==> src/rtl/uart_pkg.sv <==
// Shared types and constants for the UART transmit path.
// The frame FSM encoding and data width live here so the FIFO side and the engine agree.
package uart_pkg;

   typedef enum logic [2:0] {
      IDLE,
      FETCH,
      LOAD,
      START,
      DATA,
      PARITY,
      STOP
   } tx_state_t;

   localparam int UART_DATA_BITS = 8;

   // Even parity makes the total count of ones even; odd flips it.
   function automatic logic calc_parity(input logic [UART_DATA_BITS-1:0] data,
                                        input logic odd);
      return (^data) ^ odd;
   endfunction

endpackage

==> src/rtl/uart_tx_engine_if.sv <==
// FIFO read port as seen by the transmit engine.
// The engine (master) issues pops; the FIFO (slave) provides the empty flag and read data.
interface uart_tx_engine_if;
   import uart_pkg::*;

   logic                      fifo_empty;
   logic [UART_DATA_BITS-1:0] fifo_dout;
   logic                      fifo_pop;

   modport master (input fifo_empty, input fifo_dout, output fifo_pop);
   modport slave  (output fifo_empty, output fifo_dout, input fifo_pop);

endinterface

==> src/rtl/uart_baud_gen.sv <==
// Bit-time down-counter: reloads at terminal count or on restart, flags the last clock of each bit.
// tick_next predicts bit_tick one clock ahead so the engine can register its end-of-frame pulse.
module uart_baud_gen #(
   parameter int DIV_W = 16
) (
   input  logic             clk,
   input  logic             rst,
   input  logic             restart,
   input  logic [DIV_W-1:0] div,
   output logic             bit_tick,
   output logic             tick_next
);

   logic [DIV_W-1:0] cnt_reg;
   logic             reload;

   assign reload = restart || (cnt_reg == '0);

   always_ff @(posedge clk) begin
      if (rst) begin
         cnt_reg <= '0;
      end else if (reload) begin
         cnt_reg <= div;
      end else begin
         cnt_reg <= cnt_reg - 1'b1;
      end
   end

   assign bit_tick  = (cnt_reg == '0);
   assign tick_next = reload ? (div == '0) : (cnt_reg == DIV_W'(1));

endmodule

==> src/rtl/uart_tx_engine.sv <==
// UART transmit serializer: pops bytes from the FIFO and frames them as start, 8 data LSB-first,
// optional parity and 1 or 2 stop bits. Outputs are registered alongside the state.
module uart_tx_engine
   import uart_pkg::*;
#(
   parameter int DIV_W     = 16,
   parameter int DATA_BITS = UART_DATA_BITS
) (
   input  logic             clk,
   input  logic             rst,
   input  logic             en,
   input  logic [DIV_W-1:0] baud_div,
   input  logic             parity_en,
   input  logic             parity_odd,
   input  logic             two_stop,
   uart_tx_engine_if.master fifo,
   output logic             tx,
   output logic             busy,
   output logic             tx_done
);

   tx_state_t            state_reg;
   logic [DATA_BITS-1:0] shift_reg;
   logic [3:0]           bit_cnt_reg;
   logic [DIV_W-1:0]     div_reg;
   logic                 parity_bit_reg;
   logic                 parity_en_reg;
   logic                 two_stop_reg;
   logic                 tx_reg;
   logic                 busy_reg;
   logic                 pop_reg;
   logic                 done_reg;

   logic             bit_tick;
   logic             tick_next;
   logic             restart;
   logic [DIV_W-1:0] gen_div;
   logic             last_data;
   logic             stop_last;

   // The counter is restarted in LOAD with the live divisor, which is latched on the same edge.
   assign restart   = (state_reg == LOAD);
   assign gen_div   = restart ? baud_div : div_reg;
   assign last_data = (bit_cnt_reg == 4'(DATA_BITS - 1));
   assign stop_last = (bit_cnt_reg == {3'b000, two_stop_reg});

   uart_baud_gen #(.DIV_W(DIV_W)) u_baud_gen (
      .clk       (clk),
      .rst       (rst),
      .restart   (restart),
      .div       (gen_div),
      .bit_tick  (bit_tick),
      .tick_next (tick_next)
   );

   always_ff @(posedge clk) begin
      if (rst) begin
         state_reg      <= IDLE;
         shift_reg      <= '0;
         bit_cnt_reg    <= '0;
         div_reg        <= '0;
         parity_bit_reg <= 1'b0;
         parity_en_reg  <= 1'b0;
         two_stop_reg   <= 1'b0;
         tx_reg         <= 1'b1;
         busy_reg       <= 1'b0;
         pop_reg        <= 1'b0;
         done_reg       <= 1'b0;
      end else begin
         pop_reg  <= 1'b0;
         done_reg <= 1'b0;
         case (state_reg)
            IDLE: begin
               if (en && !fifo.fifo_empty) begin
                  state_reg <= FETCH;
                  pop_reg   <= 1'b1;
                  busy_reg  <= 1'b1;
               end
            end
            FETCH: begin
               state_reg <= LOAD;
            end
            LOAD: begin
               state_reg      <= START;
               shift_reg      <= fifo.fifo_dout;
               div_reg        <= baud_div;
               parity_en_reg  <= parity_en;
               two_stop_reg   <= two_stop;
               parity_bit_reg <= calc_parity(fifo.fifo_dout, parity_odd);
               bit_cnt_reg    <= '0;
               tx_reg         <= 1'b0;
            end
            START: begin
               if (bit_tick) begin
                  state_reg <= DATA;
                  tx_reg    <= shift_reg[0];
               end
            end
            DATA: begin
               if (bit_tick) begin
                  if (last_data) begin
                     bit_cnt_reg <= '0;
                     if (parity_en_reg) begin
                        state_reg <= PARITY;
                        tx_reg    <= parity_bit_reg;
                     end else begin
                        state_reg <= STOP;
                        tx_reg    <= 1'b1;
                        done_reg  <= tick_next && !two_stop_reg;
                     end
                  end else begin
                     bit_cnt_reg <= bit_cnt_reg + 4'd1;
                     shift_reg   <= shift_reg >> 1;
                     tx_reg      <= shift_reg[1];
                  end
               end
            end
            PARITY: begin
               if (bit_tick) begin
                  state_reg <= STOP;
                  tx_reg    <= 1'b1;
                  done_reg  <= tick_next && !two_stop_reg;
               end
            end
            STOP: begin
               // done_reg is set one clock early so it lands on the final clock of the last stop bit.
               if (bit_tick) begin
                  if (stop_last) begin
                     state_reg <= IDLE;
                     busy_reg  <= 1'b0;
                  end else begin
                     bit_cnt_reg <= bit_cnt_reg + 4'd1;
                     done_reg    <= tick_next;
                  end
               end else begin
                  done_reg <= tick_next && stop_last;
               end
            end
            default: begin
               state_reg <= IDLE;
               tx_reg    <= 1'b1;
               busy_reg  <= 1'b0;
            end
         endcase
      end
   end

   assign tx            = tx_reg;
   assign busy          = busy_reg;
   assign tx_done       = done_reg;
   assign fifo.fifo_pop = pop_reg;

endmodule
==> src/flat_wrapper.sv <==
// flat-port wrapper written by rule: the top's interface ports become plain ports
module uart_tx_engine_flat import uart_pkg::*;
#(
   parameter int DIV_W     = 16,
   parameter int DATA_BITS = UART_DATA_BITS
)
  (clk, rst, en, baud_div, parity_en, parity_odd, two_stop, tx, busy, tx_done, fifo_fifo_empty, fifo_fifo_dout, fifo_fifo_pop);
  uart_tx_engine_if fifo_i ();
  input  logic clk;
  input  logic rst;
  input  logic en;
  input  logic [DIV_W-1:0] baud_div;
  input  logic parity_en;
  input  logic parity_odd;
  input  logic two_stop;
  output logic tx;
  output logic busy;
  output logic tx_done;
  input wire logic [$bits(fifo_i.fifo_empty)-1:0] fifo_fifo_empty;
  input wire logic [$bits(fifo_i.fifo_dout)-1:0] fifo_fifo_dout;
  output wire logic [$bits(fifo_i.fifo_pop)-1:0] fifo_fifo_pop;
  assign fifo_i.fifo_empty = fifo_fifo_empty;
  assign fifo_i.fifo_dout = fifo_fifo_dout;
  assign fifo_fifo_pop = fifo_i.fifo_pop;
  uart_tx_engine #(.DIV_W(DIV_W), .DATA_BITS(DATA_BITS)) u_core (.clk(clk), .rst(rst), .en(en), .baud_div(baud_div), .parity_en(parity_en), .parity_odd(parity_odd), .two_stop(two_stop), .fifo(fifo_i), .tx(tx), .busy(busy), .tx_done(tx_done));
endmodule
==> config.mk <==
export PLATFORM = sky130hd
export DESIGN_NAME = uart_tx_engine_flat
export DESIGN_NICKNAME = d
export VERILOG_FILES = /design/src/rtl/uart_pkg.sv /design/src/rtl/uart_tx_engine_if.sv /design/src/rtl/uart_baud_gen.sv /design/src/rtl/uart_tx_engine.sv /design/src/flat_wrapper.sv
export SDC_FILE = /design/constraint.sdc
export NUM_CORES = 1
export LEC_CHECK = 0
export ABC_AREA = 1
export BUFFER_PORTS_ARGS = -buffer_cell sky130_fd_sc_hd__buf_2
export CAP_MARGIN = 0
export CORE_MARGIN = 5
export CORE_UTILIZATION = 40
export DETAILED_ROUTE_END_ITERATION = 10
export HOLD_SLACK_MARGIN = 0.12
export SETUP_SLACK_MARGIN = 0.1
export SYNTH_ARGS = -nofsm -noshare
export SYNTH_HDL_FRONTEND = slang
export SYNTH_HIERARCHICAL = 1
export SYNTH_SLANG_ARGS = --single-unit
==> constraint.sdc <==
create_clock -name clk -period 1.75 [get_ports clk]
set_input_delay 0.175 -clock clk [delete_from_list [all_inputs] [get_ports clk]]
set_output_delay 0.175 -clock clk [all_outputs]
set_load 0.02 [all_outputs]
# --- After elaboration in Yosys (flattened, before gate mapping) ---
# Index checks and enable logic that the tools add are counted.
totals:
  regBits: 54
  inputBits: 31
classes:
  n_addsub: 2
  n_eq_ne: 18
  mux: 38
  n_bitwise: 4
  reduce_logical: 20
op_table:
  columns: ["cell", "count"]
  rows:
  - ["16-bit logical NOT", 2]
  - ["16-bit 2-to-1 mux", 2]
  - ["3-bit 2-to-1 mux", 7]
  - ["3-bit one-hot mux with 7 select lines", 1]
  - ["16-bit by 1-bit equality test with 1-bit output, second input constant", 1]
  - ["1-bit 2-to-1 mux", 16]
  - ["4-bit 2-to-1 mux", 4]
  - ["8-bit 2-to-1 mux", 2]
  - ["8-bit one-hot mux with 2 select lines", 1]
  - ["16-bit by 1-bit subtractor with 16-bit output, second input constant", 1]
  - ["2-bit by 1-bit != test with 1-bit output, second input constant", 7]
  - ["4-bit one-hot mux with 3 select lines", 1]
  - ["4-bit AND reduction", 3]
  - ["3-bit equality test, second input constant", 3]
  - ["8-bit parity", 1]
  - ["7-bit AND reduction", 1]
  - ["3-bit by 2-bit equality test with 1-bit output, second input constant", 2]
  - ["1-bit one-hot mux with 3 select lines", 2]
  - ["1-bit one-hot mux with 5 select lines", 1]
  - ["5-bit OR reduction", 1]
  - ["4-bit by 1-bit adder with 4-bit output, second input constant", 1]
  - ["4-bit by 1-bit equality test with 1-bit output", 1]
  - ["4-bit by 3-bit equality test with 1-bit output, second input constant", 1]
  - ["2-bit != test, second input constant", 2]
  - ["13 further kinds", 18]

# --- Longest topological paths before layout ---
depth:
  depth_word: 9
  mapped_depth: 16
  depth_no_buf: 15

# --- Modules after synthesis ---
# The synthesis kept the hierarchy.
modules_own_cells:
  columns: ["mod", "n_inst", "cells_each", "area_per_inst_um2", "seq_area_each_um2"]
  rows:
  - ["uart_tx_engine", 1, 303, 2024.4, 760.7]
  - ["uart_baud_gen", 1, 174, 1116.1, 320.3]

# --- Worst setup path before layout ---
# Ideal clock, no wire load.
synth_timing:
  kind: "register to register"
  start: "register u_core.state_reg[2]"
  end: "register u_core.done_reg, in the netlist u_core/tx_done"
  setup_ns: 0.074
  arrival_ns: 1.794
  path_slack_ns: -0.119
  stages_incl_launch_ff: 15
  n_path_buf: 1
  period_less_slack_ns: 1.869
  path_cell_list: "dfxtp_1 nor2_2 nand2_2 inv_2 buf_4 or2_1 o21ai_0 inv_1 nor4_1 nand3_1 nand2_1 nand2_1 inv_1 nand3_1 a31oi_1"
synth_between:
  elab_chain_len: 9
  elab_cells_between_ends: 17
  classes_between: "4 x eq/ne; 9 x mux; 4 x reduce/logical"
synth_lines:
  columns: ["item", "line_no", "rtl"]
  rows:
  - ["start, declared", "uart_tx_engine.sv:22", "tx_state_t state_reg;"]
  - ["start signal, assigned", "uart_tx_engine.sv:58", "state_reg <= IDLE;"]
  - ["start signal, assigned", "uart_tx_engine.sv:75", "state_reg <= FETCH;"]
  - ["start signal, assigned", "uart_tx_engine.sv:81", "state_reg <= LOAD;"]
  - ["3-bit by 2-bit equality test with 1-bit output *", "uart_tx_engine.sv:42", "assign restart = (state_reg == LOAD);"]
  - ["named net u_core.restart", "uart_tx_engine.sv:36", "logic restart;"]
  - ["16-bit 2-to-1 mux *", null, null]
  - ["named net u_core.gen_div[6]", "uart_tx_engine.sv:37", "logic [DIV_W-1:0] gen_div;"]
  - ["16-bit logical NOT *", "uart_baud_gen.sv:30", "assign tick_next = reload ? (div == '0) : (cnt_reg == DIV_W'(1));"]
  - ["1-bit 2-to-1 mux *", "uart_baud_gen.sv:30", null]
  - ["named net u_core.tick_next", "uart_tx_engine.sv:35", "logic tick_next;"]
  - ["1-bit logical AND", "uart_tx_engine.sv:109, uart_tx_engine.sv:122", null]
  - ["1-bit 2-to-1 mux", "uart_tx_engine.sv:103", "if (parity_en_reg) begin"]
  - ["1-bit 2-to-1 mux", "uart_tx_engine.sv:101", "if (last_data) begin"]
  - ["1-bit 2-to-1 mux", "uart_tx_engine.sv:100", "if (bit_tick) begin"]
  - ["1-bit one-hot mux with 3 select lines *", "uart_tx_engine.sv:72", "case (state_reg)"]
  - ["end signal, assigned", "uart_tx_engine.sv:109", "done_reg <= tick_next && !two_stop_reg;"]
  - ["end signal, assigned", "uart_tx_engine.sv:122", "done_reg <= tick_next && !two_stop_reg;"]
  - ["end signal, assigned", "uart_tx_engine.sv:133", "done_reg <= tick_next;"]
  - ["end, declared", "uart_tx_engine.sv:32", "logic done_reg;"]
# Mark *: on every way through the listed nets, which the timed path passes. The rest lies on a longest branch.
# A chain may end at the register's enable or synchronous reset.

# --- Worst setup path after layout ---
layout_timing:
  start: "register u_core.state_reg[0]"
  end: "register u_core.done_reg, in the netlist u_core/tx_done"
layout_between:
  elab_chain_len: 9
  elab_cells_between_ends: 17
  classes_between: "4 x eq/ne; 9 x mux; 4 x reduce/logical"
layout_lines:
  columns: ["item", "line_no"]
  rows:
  - ["3-bit by 2-bit equality test with 1-bit output *", "uart_tx_engine.sv:42"]
  - ["16-bit 2-to-1 mux *", null]
  - ["named net u_core.gen_div[3]", "uart_tx_engine.sv:37"]
  - ["16-bit logical NOT *", "uart_baud_gen.sv:30"]
  - ["1-bit 2-to-1 mux *", "uart_baud_gen.sv:30"]
  - ["named net u_core.tick_next", "uart_tx_engine.sv:35"]
  - ["1-bit logical AND", "uart_tx_engine.sv:109, uart_tx_engine.sv:122"]
  - ["1-bit 2-to-1 mux", "uart_tx_engine.sv:103"]
  - ["1-bit 2-to-1 mux", "uart_tx_engine.sv:101"]
  - ["1-bit 2-to-1 mux", "uart_tx_engine.sv:100"]
  - ["1-bit one-hot mux with 3 select lines *", "uart_tx_engine.sv:72"]
# Marks and branches as above.

==> results.json <==
{
  "gp_congestion": 0.900,
  "routed_wl_um": 8130,
  "cts_made_buffers": 5,
  "syn_area_mm2": 0.00314,
  "die_h_um": 98.6,
  "vias_per_cell": 4.74,
  "power.switching_mw": 3.14,
  "setup_tns_ps": -212,
  "start_kind": "register",
  "violations": "setup timing",
  "clock_sinks": 54,
  "post-route-cell-area_mm2": 0.00415,
  "antenna_found_initial": 0,
  "synth_top_area_share": 0.344,
  "synthCells": 477,
  "grt_start_max_net_pins": 27,
  "finalHoldViolCount": 0,
  "clk_latency_ps": 310,
  "drcViolationCount": 0,
  "finalSetupViolations": 3,
  "fp.dieW_um": 98.6,
  "worstHoldEndpoint": "u_core/busy",
  "synthTopCellsByCount": "nand2_1, nor2_1, inv_1",
  "yosysMostFrequentCell": "nand2_1",
  "min-delay-start": "rst",
  "pre_cts_slack_ps": -183,
  "drv_slew": 0,
  "vias": 3209,
  "worst_pin_slew_ps": 463,
  "crit_fanout": 18,
  "root_buffer": "clkbuf_8",
  "end_kind": "register",
  "pwr-share-seq": 0.260,
  "r2r_slack_ps": -90,
  "drt_iter0_drc": 97,
  "worst_clock_skew_ps": 9.80,
  "swShare": 0.433,
  "area_growth_syn_to_layout_pct": 32.2,
  "setup_slack_ps": -90.3,
  "regToRegEndpoint": "u_core/tx_done",
  "vdd_drop_max_mv": 0.749,
  "yosysUniqueCellTypes": 37,
  "grt_setup_unrepaired": "yes",
  "pwr-share-clk": 0.097,
  "p_per_area_mw_per_mm2": 1750,
  "clk_path_buf_depth": 2,
  "synth_fp_nets": 511,
  "reg2reg_from": "u_core/state_reg[0]",
  "critPathRequiredTime_ps": 1990,
  "dr.pass1.iters": 5,
  "post-dp-hpwl_um": 5990,
  "finalCriticalPeriod_ps": 1840,
  "min_path_type": "input port to register",
  "initial_core_util": 0.409,
  "clkTransAtPathRegs_ps": 100,
  "drive_gt1_frac": 0.323,
  "cell_internal_pwr_mw": 4.11,
  "power_frac_comb": 0.643,
  "grt_pass1_vias": 2973,
  "critical_path_class": "register to register",
  "synth-main-ff-cell": "dfxtp_1",
  "dieArea_mm2": 0.00972,
  "status": "finished with violations",
  "p_leak_nw": 2.11,
  "antenna_left": 0,
  "crit_arrival_ps": 2080,
  "cap_violations": 0,
  "ys_warn_count": 6,
  "placeableCoreArea_mm2": 0.00769,
  "rows": 32,
  "io_pins": 35,
  "slew_headroom": 0.691,
  "synth_edf_count": 0,
  "ys_ff_latch": 54,
  "avgSynthCellArea_um2": 6.58,
  "ys_async_sr_fraction": 0,
  "ff2ff_path_depth": 13,
  "dpl_cell_area_mm2": 0.00376,
  "final_nets": 608,
  "grt_pass1_wl_um": 13300,
  "gr-usage-all-layers": 0.164,
  "grt_overflow": 0,
  "wl_per_cell_um": 12.0,
  "period_share": 1.05,
  "ys_seq_area_frac": 0.344,
  "synth_largest_area_cell": "dfxtp_1",
  "ys_top_cells_by_area": "dfxtp_1, nand2_1, nor2_1",
  "antennaDiodeCount": 0,
  "port_buffers": 34,
  "h-tree-depth": 2,
  "max_freq_ghz": 0.543,
  "cts_tree": "done",
  "min_path_cells": 2
}
==> critical path, cell delays in order (launching register included) <==
cell,delay [ps]
dfxtp_4,370
nor2_4,40
nand2_4,130
inv_8,70
or2_1,210
o21ai_1,110
inv_1,90
nor4_2,260
nand3_1,110
nand2_1,70
nand2_1,50
inv_1,40
nand3_1,70
a31oi_1,140
==> how the worst max path moves through the flow <==
stage,endpoint,cells after the start,slack (ps),start
finish,u_core/tx_done,13,-90,u_core/state_reg[0]
CTS,u_core/tx_done,12,-90,u_core/state_reg[0]
floorplan,u_core/tx_done,14,0.09,u_core/state_reg[2]
global placement,u_core/tx_done,13,-130,u_core/state_reg[0]
global route,u_core/tx_done,15,-260,u_core/state_reg[2]
detailed placement,u_core/tx_done,13,-180,u_core/state_reg[0]
==> through the flow <==
step	utilization	hold slack (ps)	instances	power, mW
global placement	0.490	442	649	5.81
finish	0.540	125	677	7.25
detailed placement	0.490	452	649	5.88
global route	0.540	130	677	7.90
floorplan	-	244	477	4.50
CTS	0.517	120	669	6.91
==> logic make-up after synthesis <==
family | Yosys count | synth area share
and+or+nand+nor | 252 | 0.374
buffers and inverters | 85 | 0.115
AOI/OAI and AO/OA | 76 | 0.135
DFF | 54 | 0.344
xor gates and xnor gates | 7 | 0.0195
adders and majority gates | 3 | 0.0120
==> power by group through the flow <==
stage                     clock network (mW)  registers, mW  logic [mW]
after floorplan                            0           1.86        2.64
after global placement                     0           1.87        3.94
after detailed placement                   0           1.88        4.00
after CTS                              0.737           1.86        4.31
after global routing                   0.777           1.93        5.19
final                                  0.707           1.88        4.66
==> layout by cell type (no fill, tap or decap), drive strengths merged, types with 7 or more instances in the layout <==
cell type,instances
nand4,7
or2,16
o21ai,47
nor2,86
inv,73
a21oi,23
dfxtp,54
nand2,112
buf,102
nand3,22
==> layer usage <==
metal / vias up / track usage / wire length (um)
met1: 1454 / 0.220 / 3810
li1: 1682 / - / -
met4: 0 / 0.0525 / 138
met5: - / 0 / 0
met3: 13 / 0.0283 / 275
met2: 60 / 0.267 / 3900
==> final cells by class <==
type                       count  area, um^2
clock inverter                 3        20.0
fill                         755        3540
inverter                      72         283
timing repair buffer         103         719
clock buffer                   5        68.8
sequential                    54        1100
tap                          102         128
multi-input combinational    338        1830
==> repair_timing <==
action,CTS,global route
gates resized for setup,20,40
hold endpoints to repair,1,0
endpoints found under the setup margin,11,21
buffers inserted,11,8
pin swaps,6,8
cloned,0,0
hold buffers,1,0
Power figures use the tool's default switching activity.
